--- src/rtl/tmatrix_loader_if.sv ---
// tmatrix_loader_if: input word stream plus SRAM write-port bundle for the loader.
interface tmatrix_loader_if #(
    parameter int ADDR_W = 7,
    parameter int DATA_W = 32
);
    logic              in_valid;
    logic [DATA_W-1:0] in_data;
    logic              in_ready;
    logic              wr_own;
    logic [ADDR_W-1:0] wrAddress;
    logic              WE;
    logic [DATA_W-1:0] writebus;
    modport master (output in_valid, in_data, input in_ready, wr_own, wrAddress, WE, writebus);
    modport slave  (input in_valid, in_data, output in_ready, wr_own, wrAddress, WE, writebus);
endinterface

--- src/rtl/tmatrix_loader.sv ---
// tmatrix_loader: streams T-matrix words into SRAM, pulses go, then supervises the MyDesign run.
module tmatrix_loader #(
    parameter int ADDR_W    = 7,
    parameter int DATA_W    = 32,
    parameter int BASE_ADDR = 0,
    parameter int NUM_WORDS = 28,
    parameter int TIMEOUT   = 100000
) (
    input  logic                   clock,
    input  logic                   reset,
    input  logic                   start,
    tmatrix_loader_if.slave        s,
    output logic                   go,
    input  logic                   finished,
    input  logic                   overflow,
    output logic                   busy,
    output logic                   done,
    output logic                   err,
    output logic [31:0]            cycle_count,
    output logic [15:0]            ovf_count
);
    typedef enum logic [1:0] {IDLE, LOAD, GO, WAIT} state_t;
    state_t            state_q, state_d;
    logic [ADDR_W-1:0] idx_q, idx_d, addr_q, addr_d;
    logic [DATA_W-1:0] data_q, data_d;
    logic [31:0]       cc_q, cc_d;
    logic [15:0]       oc_q, oc_d;
    logic              rdy_q, rdy_d, own_q, own_d, we_q, we_d, go_q, go_d;
    logic              busy_q, busy_d, done_q, done_d, err_q, err_d, accept;

    assign accept = s.in_valid & rdy_q;

    always_comb begin
        state_d = state_q;
        idx_d   = idx_q;
        addr_d  = addr_q;
        data_d  = data_q;
        cc_d    = cc_q;
        oc_d    = oc_q;
        we_d    = 1'b0;
        done_d  = 1'b0;
        err_d   = 1'b0;
        case (state_q)
            IDLE: if (start) begin
                state_d = LOAD;
                idx_d   = '0;
                cc_d    = '0;
                oc_d    = '0;
            end
            LOAD: if (accept) begin
                we_d    = 1'b1;
                addr_d  = ADDR_W'(BASE_ADDR) + idx_q;
                data_d  = s.in_data;
                idx_d   = idx_q + ADDR_W'(1);
                state_d = (idx_q == ADDR_W'(NUM_WORDS - 1)) ? GO : LOAD;
            end
            GO: state_d = WAIT;
            WAIT: begin
                // the cycle that sees finished is itself counted
                cc_d = (cc_q == '1) ? cc_q : cc_q + 32'd1;
                oc_d = (overflow && oc_q != '1) ? oc_q + 16'd1 : oc_q;
                if (finished) begin
                    state_d = IDLE;
                    done_d  = 1'b1;
                end else if (TIMEOUT != 0 && cc_d == 32'(TIMEOUT)) begin
                    state_d = IDLE;
                    err_d   = 1'b1;
                end
            end
        endcase
        rdy_d  = state_d == LOAD;
        own_d  = state_d == LOAD || state_d == GO;
        go_d   = state_d == GO;
        busy_d = state_d != IDLE;
    end

    always_ff @(posedge clock or posedge reset) begin
        if (reset) begin
            state_q <= IDLE;
            idx_q   <= '0;
            addr_q  <= '0;
            data_q  <= '0;
            cc_q    <= '0;
            oc_q    <= '0;
            rdy_q   <= 1'b0;
            own_q   <= 1'b0;
            we_q    <= 1'b0;
            go_q    <= 1'b0;
            busy_q  <= 1'b0;
            done_q  <= 1'b0;
            err_q   <= 1'b0;
        end else begin
            state_q <= state_d;
            idx_q   <= idx_d;
            addr_q  <= addr_d;
            data_q  <= data_d;
            cc_q    <= cc_d;
            oc_q    <= oc_d;
            rdy_q   <= rdy_d;
            own_q   <= own_d;
            we_q    <= we_d;
            go_q    <= go_d;
            busy_q  <= busy_d;
            done_q  <= done_d;
            err_q   <= err_d;
        end
    end

    assign s.in_ready   = rdy_q;
    assign s.wr_own     = own_q;
    assign s.WE         = we_q;
    assign s.wrAddress  = addr_q;
    assign s.writebus   = data_q;
    assign go           = go_q;
    assign busy         = busy_q;
    assign done         = done_q;
    assign err          = err_q;
    assign cycle_count  = cc_q;
    assign ovf_count    = oc_q;
endmodule

--- src/flat_wrapper.sv ---
// flat-port wrapper written by rule: the top's interface ports become plain ports
module tmatrix_loader_flat 
#(
    parameter int ADDR_W    = 7,
    parameter int DATA_W    = 32,
    parameter int BASE_ADDR = 0,
    parameter int NUM_WORDS = 28,
    parameter int TIMEOUT   = 100000
)
  (clock, reset, start, go, finished, overflow, busy, done, err, cycle_count, ovf_count, s_in_valid, s_in_data, s_in_ready, s_wr_own, s_wrAddress, s_WE, s_writebus);
  tmatrix_loader_if #(.ADDR_W(ADDR_W), .DATA_W(DATA_W)) s_i ();
  input  logic clock;
  input  logic reset;
  input  logic start;
  output logic go;
  input  logic finished;
  input  logic overflow;
  output logic busy;
  output logic done;
  output logic err;
  output logic [31:0] cycle_count;
  output logic [15:0] ovf_count;
  input wire logic [$bits(s_i.in_valid)-1:0] s_in_valid;
  input wire logic [$bits(s_i.in_data)-1:0] s_in_data;
  output wire logic [$bits(s_i.in_ready)-1:0] s_in_ready;
  output wire logic [$bits(s_i.wr_own)-1:0] s_wr_own;
  output wire logic [$bits(s_i.wrAddress)-1:0] s_wrAddress;
  output wire logic [$bits(s_i.WE)-1:0] s_WE;
  output wire logic [$bits(s_i.writebus)-1:0] s_writebus;
  assign s_i.in_valid = s_in_valid;
  assign s_i.in_data = s_in_data;
  assign s_in_ready = s_i.in_ready;
  assign s_wr_own = s_i.wr_own;
  assign s_wrAddress = s_i.wrAddress;
  assign s_WE = s_i.WE;
  assign s_writebus = s_i.writebus;
  tmatrix_loader #(.ADDR_W(ADDR_W), .DATA_W(DATA_W), .BASE_ADDR(BASE_ADDR), .NUM_WORDS(NUM_WORDS), .TIMEOUT(TIMEOUT)) u_core (.clock(clock), .reset(reset), .start(start), .s(s_i), .go(go), .finished(finished), .overflow(overflow), .busy(busy), .done(done), .err(err), .cycle_count(cycle_count), .ovf_count(ovf_count));
endmodule
--- config.mk ---
export PLATFORM = sky130hd
export DESIGN_NAME = tmatrix_loader_flat
export DESIGN_NICKNAME = d
export VERILOG_FILES = /design/src/rtl/tmatrix_loader_if.sv /design/src/rtl/tmatrix_loader.sv /design/src/flat_wrapper.sv
export SDC_FILE = /design/constraint.sdc
export NUM_CORES = 1
export LEC_CHECK = 0
export CORE_ASPECT_RATIO = 0.7
export CORE_UTILIZATION = 50
export CTS_BUF_LIST = sky130_fd_sc_hd__clkbuf_16
export DETAILED_ROUTE_END_ITERATION = 16
export MAX_ROUTING_LAYER = met4
export PLACE_DENSITY = 0.81
export SKIP_LAST_GASP = 1
export SLEW_MARGIN = 20
export SYNTH_ARGS = -nofsm -noshare
export SYNTH_HDL_FRONTEND = slang
export SYNTH_SLANG_ARGS = --single-unit
--- constraint.sdc ---
create_clock -name clock -period 5.8 [get_ports clock]
set_input_delay 1.16 -clock clock [delete_from_list [all_inputs] [get_ports clock]]
set_output_delay 1.16 -clock clock [all_outputs]
set_load 0.01 [all_outputs]
==> out/summary.txt, run 1 <==
Yosys reg bits = 103
PostCTS Resize Cnt = 0
I/O pin cnt = 132
vias after detailed routing = 5161
crit-path leading delay family = simple AND/OR/NAND/NOR gates
ys async rst share = 100%
Vert. Die Dim = 88.9 um
number of global-route vias before repair = 4552
DRT antenna net count = 0
max_cap viols = 0
TritonCTS Sinks = 103
CTS tree = done
synth unique cells = 59
leakage power = 3.00 nW
Syn Nets = 672
hold path depth = 2
TritonCTS Buffers = 9
row count = 31
Synth Area per Inst = 8.60 um2
hold buffer count at cts = 0
fin crit period = 4.07 ns
Worst R2R Setup Slack = 1.73 ns
Slew Limit Fails = 0
DRT iter0 DRCs = 485
number of synthesized flops with an enable pin = 0
initial core utilization = 51.7%
wire length per cell = 18.2 um
IO buf count = 131
worst-case reg-to-reg path depth = 10
outcome = finished clean
WP data arrival = 4.29 ns
crit-path max FO = 15
Total GRT Usage = 29.6%
largest net degree at the start of global routing = 61
Worst-Skew Late Latency = 0.35 ns
initial antenna violation count = 0
PD cells = 437 mW/mm2
Die W = 126 um
fmax = 246 MHz
HPWL Detailed = 11400 um
CTS max path bufs = 2
Final Hold Fails = 0
CTS root buffer = clkbuf_16
skew final = 0.0143 ns
grt ovf = 0
Final nets = 781
FF-to-FF Start = u_core.cycle_count[0]$_DFFE_PP0P_
Yosys Warn Count = 0
Final Worst Setup Slack = 1.73 ns
Mapped Area = 0.00540 mm2
Setup-failing EPs final = 0
sequential share of the synthesized area = 47.7%
relative slew slack = 32.9%
layout cells sized above 1 = 4.59%
Startpoint Class = flip-flop
DR pass1 iterations = 5
WS Path Type = flip-flop to flip-flop
CP Data Required Time = 6.02 ns
pre-CTS setup slack = 1.99 ns
Vias/cell = 5.91
worst path cell trace = ha_1 > nand3_1 > nor3_2 > and3_1 > o31ai_1 > a211oi_2 > nand4_1 > o41ai_1 > a211o_1 > ha_1
HP Start = u_core.s.writebus[6]$_DFFE_PP0P_
gpl congestion = 0.905
crit path buf inv count = 0
Critical Path Slowest Stage Cell = and3_1
CTS H-tree depth = 3
Core Footprint = 0.0104 mm2
Most common cell on crit path = ha_1
worst hold path type = flip-flop to flip-flop
fin crit share = 70.1%
Gate Count Post-Synth = 628
Area Overhead vs Synth = 30.8%
# diodes = 0
R2R Path End = u_core.s.wr_own$_DFF_PP0_
setup_tns = 0 ns
Least-Margin Pin Slew = 1.01 ns
top_reg_cell synth = dfrtp_1
RSZ-0062 raised after global routing = no
hold-critical path endpoint = u_core.s.writebus[6]$_DFFE_PP0P_
full die area = 0.0112 mm2
Worst Setup End Kind = flip-flop
Post-CTS Setup Bufs = 0
VDD IR-drop max = 0.000250 V
CP max stage delay = 0.65 ns
clock transition at the registers of the reported paths = 0.08 ns
DR DRC count = 0
global-route wire length before repair = 24600 um
DRT Wirelength = 15900 um
[power by group]
| group | leakage (nW) | internal, mW | switching, mW |
|---|---|---|---|
| registers | 1.28 | 0.942 | 0.362 |
| logic | 1.58 | 0.592 | 0.570 |
| clock network | 0.145 | 0.340 | 0.282 |
| total | 3.00 | 1.87 | 1.21 |
[cell families (layout without fill, tap and decap cells)]
group	Yosys count	count (layout)	synth area share [%]
AOI/OAI and AO/OA	115	115	14.0
muxes	3	3	0.556
buffers and inverters	53	166	4.01
and+or+nand+nor	322	322	28.1
xor gates and xnor gates	26	26	4.22
DFF	103	103	47.7
adders and majority gates	6	6	1.39
[through the flow]
stage / hold slack, ns / instances / power (mW) / instance area, um2 / utilization, %
2_1_floorplan: 0.474 / 628 / 1.81 / 5400 / -
4_1_cts: 0.481 / 873 / 3.09 / 7060 / 67.7
5_1_grt: 0.500 / 873 / 3.26 / 7060 / 67.7
3_5_place_dp: 0.463 / 858 / 2.46 / 6760 / 64.8
6_report: 0.473 / 873 / 3.09 / 7060 / 67.7
3_3_place_gp: 0.457 / 858 / 2.42 / 6760 / 64.8
[cell type report]
type	count	area [um2]
fill	836	3370
multi-input combinational	472	2610
sequential	103	2580
timing repair buffer	136	1350
clock buffer	9	225
tap	132	165
clock inverter	6	80.1
inverter	15	58.8
[placed cells by master, fill, tap and decap left out, types with 6 or more instances in the layout]
| cell type | netlist | layout |
|---|---|---|
| nor2_1 | 49 | 48 |
| nand3_1 | 30 | 30 |
| nor3_1 | 12 | 12 |
| a31oi_1 | 10 | 10 |
| nand4_1 | 23 | 23 |
| and4_1 | 9 | 9 |
| a21oi_1 | 15 | 15 |
| dfrtp_1 | 103 | 103 |
| and3_1 | 7 | 7 |
| o21ai_0 | 46 | 46 |
| or3_1 | 11 | 11 |
| nand2_1 | 154 | 154 |
| inv_1 | 14 | 13 |
| xor2_1 | 14 | 14 |
| o31ai_1 | 12 | 12 |
| clkbuf_16 | 0 | 9 |
| xnor2_1 | 12 | 12 |
| clkdlybuf4s50_1 | 0 | 131 |
| ha_1 | 6 | 6 |
[layer usage]
metal / global-route usage (%) / vias to the layer above / part of all wire, %
met2: 41.7 / 283 / 43
met1: 43.6 / 2426 / 47
met3: 5.80 / 17 / 9.8
li1: - / 2435 / -
met4: 7.45 / 0 / 1.1
met5: - / - / 0
[flip-flops by register name (all words and copies together), names as in the netlist]
name,cells
u_core.go,1
u_core.cycle_count,32
u_core.err,1
u_core.s.wrAddress,7
u_core.idx_q,7
u_core.s.in_ready,1
u_core.s.WE,1
u_core.busy,1
u_core.done,1
u_core.s.wr_own,1
u_core.state_q,2
u_core.ovf_count,16
u_core.s.writebus,32
[worst max-delay path by stage]
stage | startpoint | end | slack, ns | cells after the start
after global routing | u_core.cycle_count[0]$_DFFE_PP0P_ | u_core.s.wr_own$_DFF_PP0_ | 1.52 | 10
after global placement | u_core.cycle_count[0]$_DFFE_PP0P_ | u_core.s.wr_own$_DFF_PP0_ | 2.13 | 10
after detailed placement | u_core.cycle_count[0]$_DFFE_PP0P_ | u_core.s.wr_own$_DFF_PP0_ | 1.99 | 10
after CTS | u_core.cycle_count[0]$_DFFE_PP0P_ | u_core.s.wr_own$_DFF_PP0_ | 1.88 | 10
final | u_core.cycle_count[0]$_DFFE_PP0P_ | u_core.s.wr_own$_DFF_PP0_ | 1.73 | 10
after floorplan | reset | u_core.busy$_DFF_PP0_ | 1.94 | 1
[worst register-to-register path, stage by stage (launching register included)]
cell and delay, ns:
dfrtp_1 0.45, ha_1 0.24, nand3_1 0.29, nor3_2 0.61, and3_1 0.65, o31ai_1 0.21
a211oi_2 0.21, nand4_1 0.13, o41ai_1 0.60, a211o_1 0.28, ha_1 0.27
[synthesized netlist by cell type (all sizes together), types with 2 or more instances]
| master | count | area (um2) |
|---|---|---|
| xor2 | 14 | 123 |
| a311oi | 2 | 35.0 |
| mux2i | 3 | 30.0 |
| o311ai | 3 | 26.3 |
| o31ai | 12 | 90.1 |
| and3 | 7 | 43.8 |
| nand4 | 24 | 156 |
| dfrtp | 103 | 2580 |
| and4 | 9 | 78.8 |
| ha | 6 | 75.1 |
| inv | 15 | 56.3 |
| clkbuf | 27 | 103 |
| o21a | 2 | 15.0 |
| xnor2 | 12 | 105 |
| nand3 | 31 | 160 |
| nor2 | 49 | 184 |
| nor3 | 15 | 90.1 |
| or2 | 3 | 18.8 |
| or3 | 11 | 68.8 |
| a21o | 2 | 15.0 |
| nand2 | 154 | 578 |
| a31oi | 10 | 62.6 |
| o21ai | 46 | 230 |
| buf | 11 | 57.6 |
| and2 | 5 | 31.3 |
| a211oi | 5 | 42.5 |
| or4 | 5 | 37.5 |
| a2111oi | 2 | 17.5 |
| a21oi | 15 | 75.1 |
| o41ai | 2 | 17.5 |
| nor4 | 5 | 37.5 |
| a22o | 2 | 17.5 |
Note: power is estimated with default switching activity, not from simulation.
==> run 2: changes to the inputs <==
--- a/config.mk
+++ b/config.mk
@@ -6,11 +6,11 @@
 export NUM_CORES = 1
 export LEC_CHECK = 0
 export CORE_ASPECT_RATIO = 0.7
-export CORE_UTILIZATION = 50
+export CORE_UTILIZATION = 45
 export CTS_BUF_LIST = sky130_fd_sc_hd__clkbuf_16
 export DETAILED_ROUTE_END_ITERATION = 16
 export MAX_ROUTING_LAYER = met4
-export PLACE_DENSITY = 0.81
+export PLACE_DENSITY = 0.77
 export SKIP_LAST_GASP = 1
 export SLEW_MARGIN = 20
 export SYNTH_ARGS = -nofsm -noshare
==> constraint.sdc (replaced) <==
create_clock -name clock -period 3.6 [get_ports clock]
set_input_delay 0.72 -clock clock [delete_from_list [all_inputs] [get_ports clock]]
set_output_delay 0.72 -clock clock [all_outputs]
set_load 0.01 [all_outputs]
==> run 2 against run 1 <==
- count of clock-buffer cells in the layout unchanged
- first-iteration DRC count fell by 11%
- hold slack gained 0.0031 ns
- largest power group is now combinational cells
- largest cell class unchanged
- die area is 11% higher
- power grew 68%
- design area grew 4.2%
- sequential power up 46%
- utilization down 4.7 points
- clock power increased by 59%
- routed wire length is 4.3% higher
==> out/summary.txt, run 2 (synthesis results as in run 1) <==
outcome = finished clean
TritonCTS Sinks = 103
wire length per cell = 17.8 um
CTS H-tree depth = 3
Pwr Total = 5.18 mW
Slew Limit Fails = 0
CP Launch Point = u_core.cycle_count[26]$_DFFE_PP0P_
Die W = 133 um
skew final = 0.00644 ns
leakage power = 3.17 nW
Net Switching = 2.07 mW
clock transition at the registers of the reported paths = 0.08 ns
Area Overhead vs Synth = 36.4%
initial antenna violation count = 0
setup_tns = 0 ns
Final Worst Setup Slack = 0.168 ns
pre-CTS setup slack = 0.0697 ns
logic gate share of total power = 44.2%
relative slew slack = 35.3%
HP Start = u_core.s.writebus[13]$_DFFE_PP0P_
Final Hold Fails = 0
max_cap viols = 0
Least-Margin Pin Slew = 0.959 ns
CTS tree = done
most frequent cells in the layout = nand2_1 (154), clkdlybuf4s50_1 (131), dfrtp_1 (103)
PD cells = 703 mW/mm2
TritonCTS Buffers = 9
fmax = 291 MHz
Vert. Die Dim = 93.6 um
leading cell type in the layout, fill and taps excluded = nand2_1
sequential share of power = 36.7%
global-route wire length before repair = 27100 um
Critical Path Slowest Stage Cell = or4_1
CP Data Required Time = 3.83 ns
full die area = 0.0124 mm2
vias after detailed routing = 5375
DRT Wirelength = 16500 um
Sw Share = 39.9%
HPWL Detailed = 12200 um
FF-to-FF Start = u_core.cycle_count[26]$_DFFE_PP0P_
IO buf count = 131
crit-path max FO = 7
P_int = 3.11 mW
Worst-Skew Late Latency = 0.35 ns
Vias/cell = 5.77
initial core utilization = 46.2%
fin crit share = 95.3%
CP max stage delay = 0.67 ns
CTS max path bufs = 2
gpl congestion = 0.945
DRT iter0 DRCs = 434
number of global-route vias before repair = 5094
Setup-failing EPs final = 0
# diodes = 0
WP data arrival = 3.67 ns
VDD IR-drop max = 0.000388 V
clock network power share = 19.0%
worst path cell trace = nand4_1 > or4_1 > o211ai_1 > mux2i_1 > a211oi_1 > nand4_1 > o41ai_2 > a211o_1 > ha_1
worst hold path type = flip-flop to flip-flop
DRT antenna net count = 0
layout cells sized above 1 = 9.04%
grt ovf = 0
hold_ws = 0.477 ns
CTS root buffer = clkbuf_16
WS Path Type = flip-flop to flip-flop
Total GRT Usage = 28.7%
fin crit period = 3.43 ns
Final nets = 813
row count = 33
I/O pin cnt = 132
Startpoint Class = flip-flop
Design Area, Final = 0.00736 mm2
Most common cell on crit path = nand4_1
largest net degree at the start of global routing = 65
RSZ-0062 raised after global routing = no
DR pass1 iterations = 5
Fill cells = 968
Post-DP Area = 0.00704 mm2
Worst Setup End Kind = flip-flop
DR DRC count = 0
Core Footprint = 0.0117 mm2
-- run 2: worst paths after layout --
path | to | slack (ns) | depth (start not counted)
setup / recovery | u_core.s.wr_own$_DFF_PP0_ | 0.17 | 9
hold / removal | u_core.s.writebus[13]$_DFFE_PP0P_ | 0.48 | 2
setup reg to reg | u_core.s.wr_own$_DFF_PP0_ | 0.17 | 9
hold reg to reg | u_core.s.writebus[13]$_DFFE_PP0P_ | 0.48 | 2
max in group asynchronous | u_core.ovf_count[6]$_DFFE_PP0P_ | 2.02 | 3
min in group asynchronous | u_core.s.writebus[20]$_DFFE_PP0P_ | 0.86 | 2
-- run 2: worst max-delay path, delay by kind of cell (launching register included) --
kind,cells,cell delay [ns]
mux,1,0.15
simple gates,3,1.13
flops,1,0.47
compound gates,4,1.31
fa+ha+maj,1,0.25
-- run 2: power by group through the flow --
stage               logic (mW)  clock network [mW]  registers (mW)
floorplan                0.923                   0            2.00
global placement          2.22                   0            1.89
detailed placement        2.25                   0            1.91
CTS                       2.26                1.01            1.90
global route              2.49                1.05            1.95
finish                    2.29               0.986            1.90
-- run 2: final cells by class --
type                       count  area (um2)  share of cell area, %
clock buffer                   9         225                   3.06
sequential                   103        2580                   35.0
multi-input combinational    472        2630                   35.7
tap                          157         196                   2.67
clock inverter                 7        73.8                   1.00
timing repair buffer         168        1600                   21.8
inverter                      15        58.8                  0.799
-- run 2: per-stage QoR --
stage          util, %  instances
6_report          63.0        931
5_1_grt           63.0        931
4_1_cts           62.8        931
2_1_floorplan        -        628
3_3_place_gp      60.3        915
3_5_place_dp      60.3        915
-- run 2: what timing repair did --
action	4_1_cts	5_1_grt
hold buffers	0	0
buffers inserted	0	0
setup endpoints to repair	0	4
hold endpoints to repair	0	0
resized for setup	0	5
-- run 2: layer usage --
metal	part of all wire (%)	track usage, %
met3	7.5	6.12
met1	48	40.7
met2	44	42.2
met4	0.90	6.13
met5	0	-
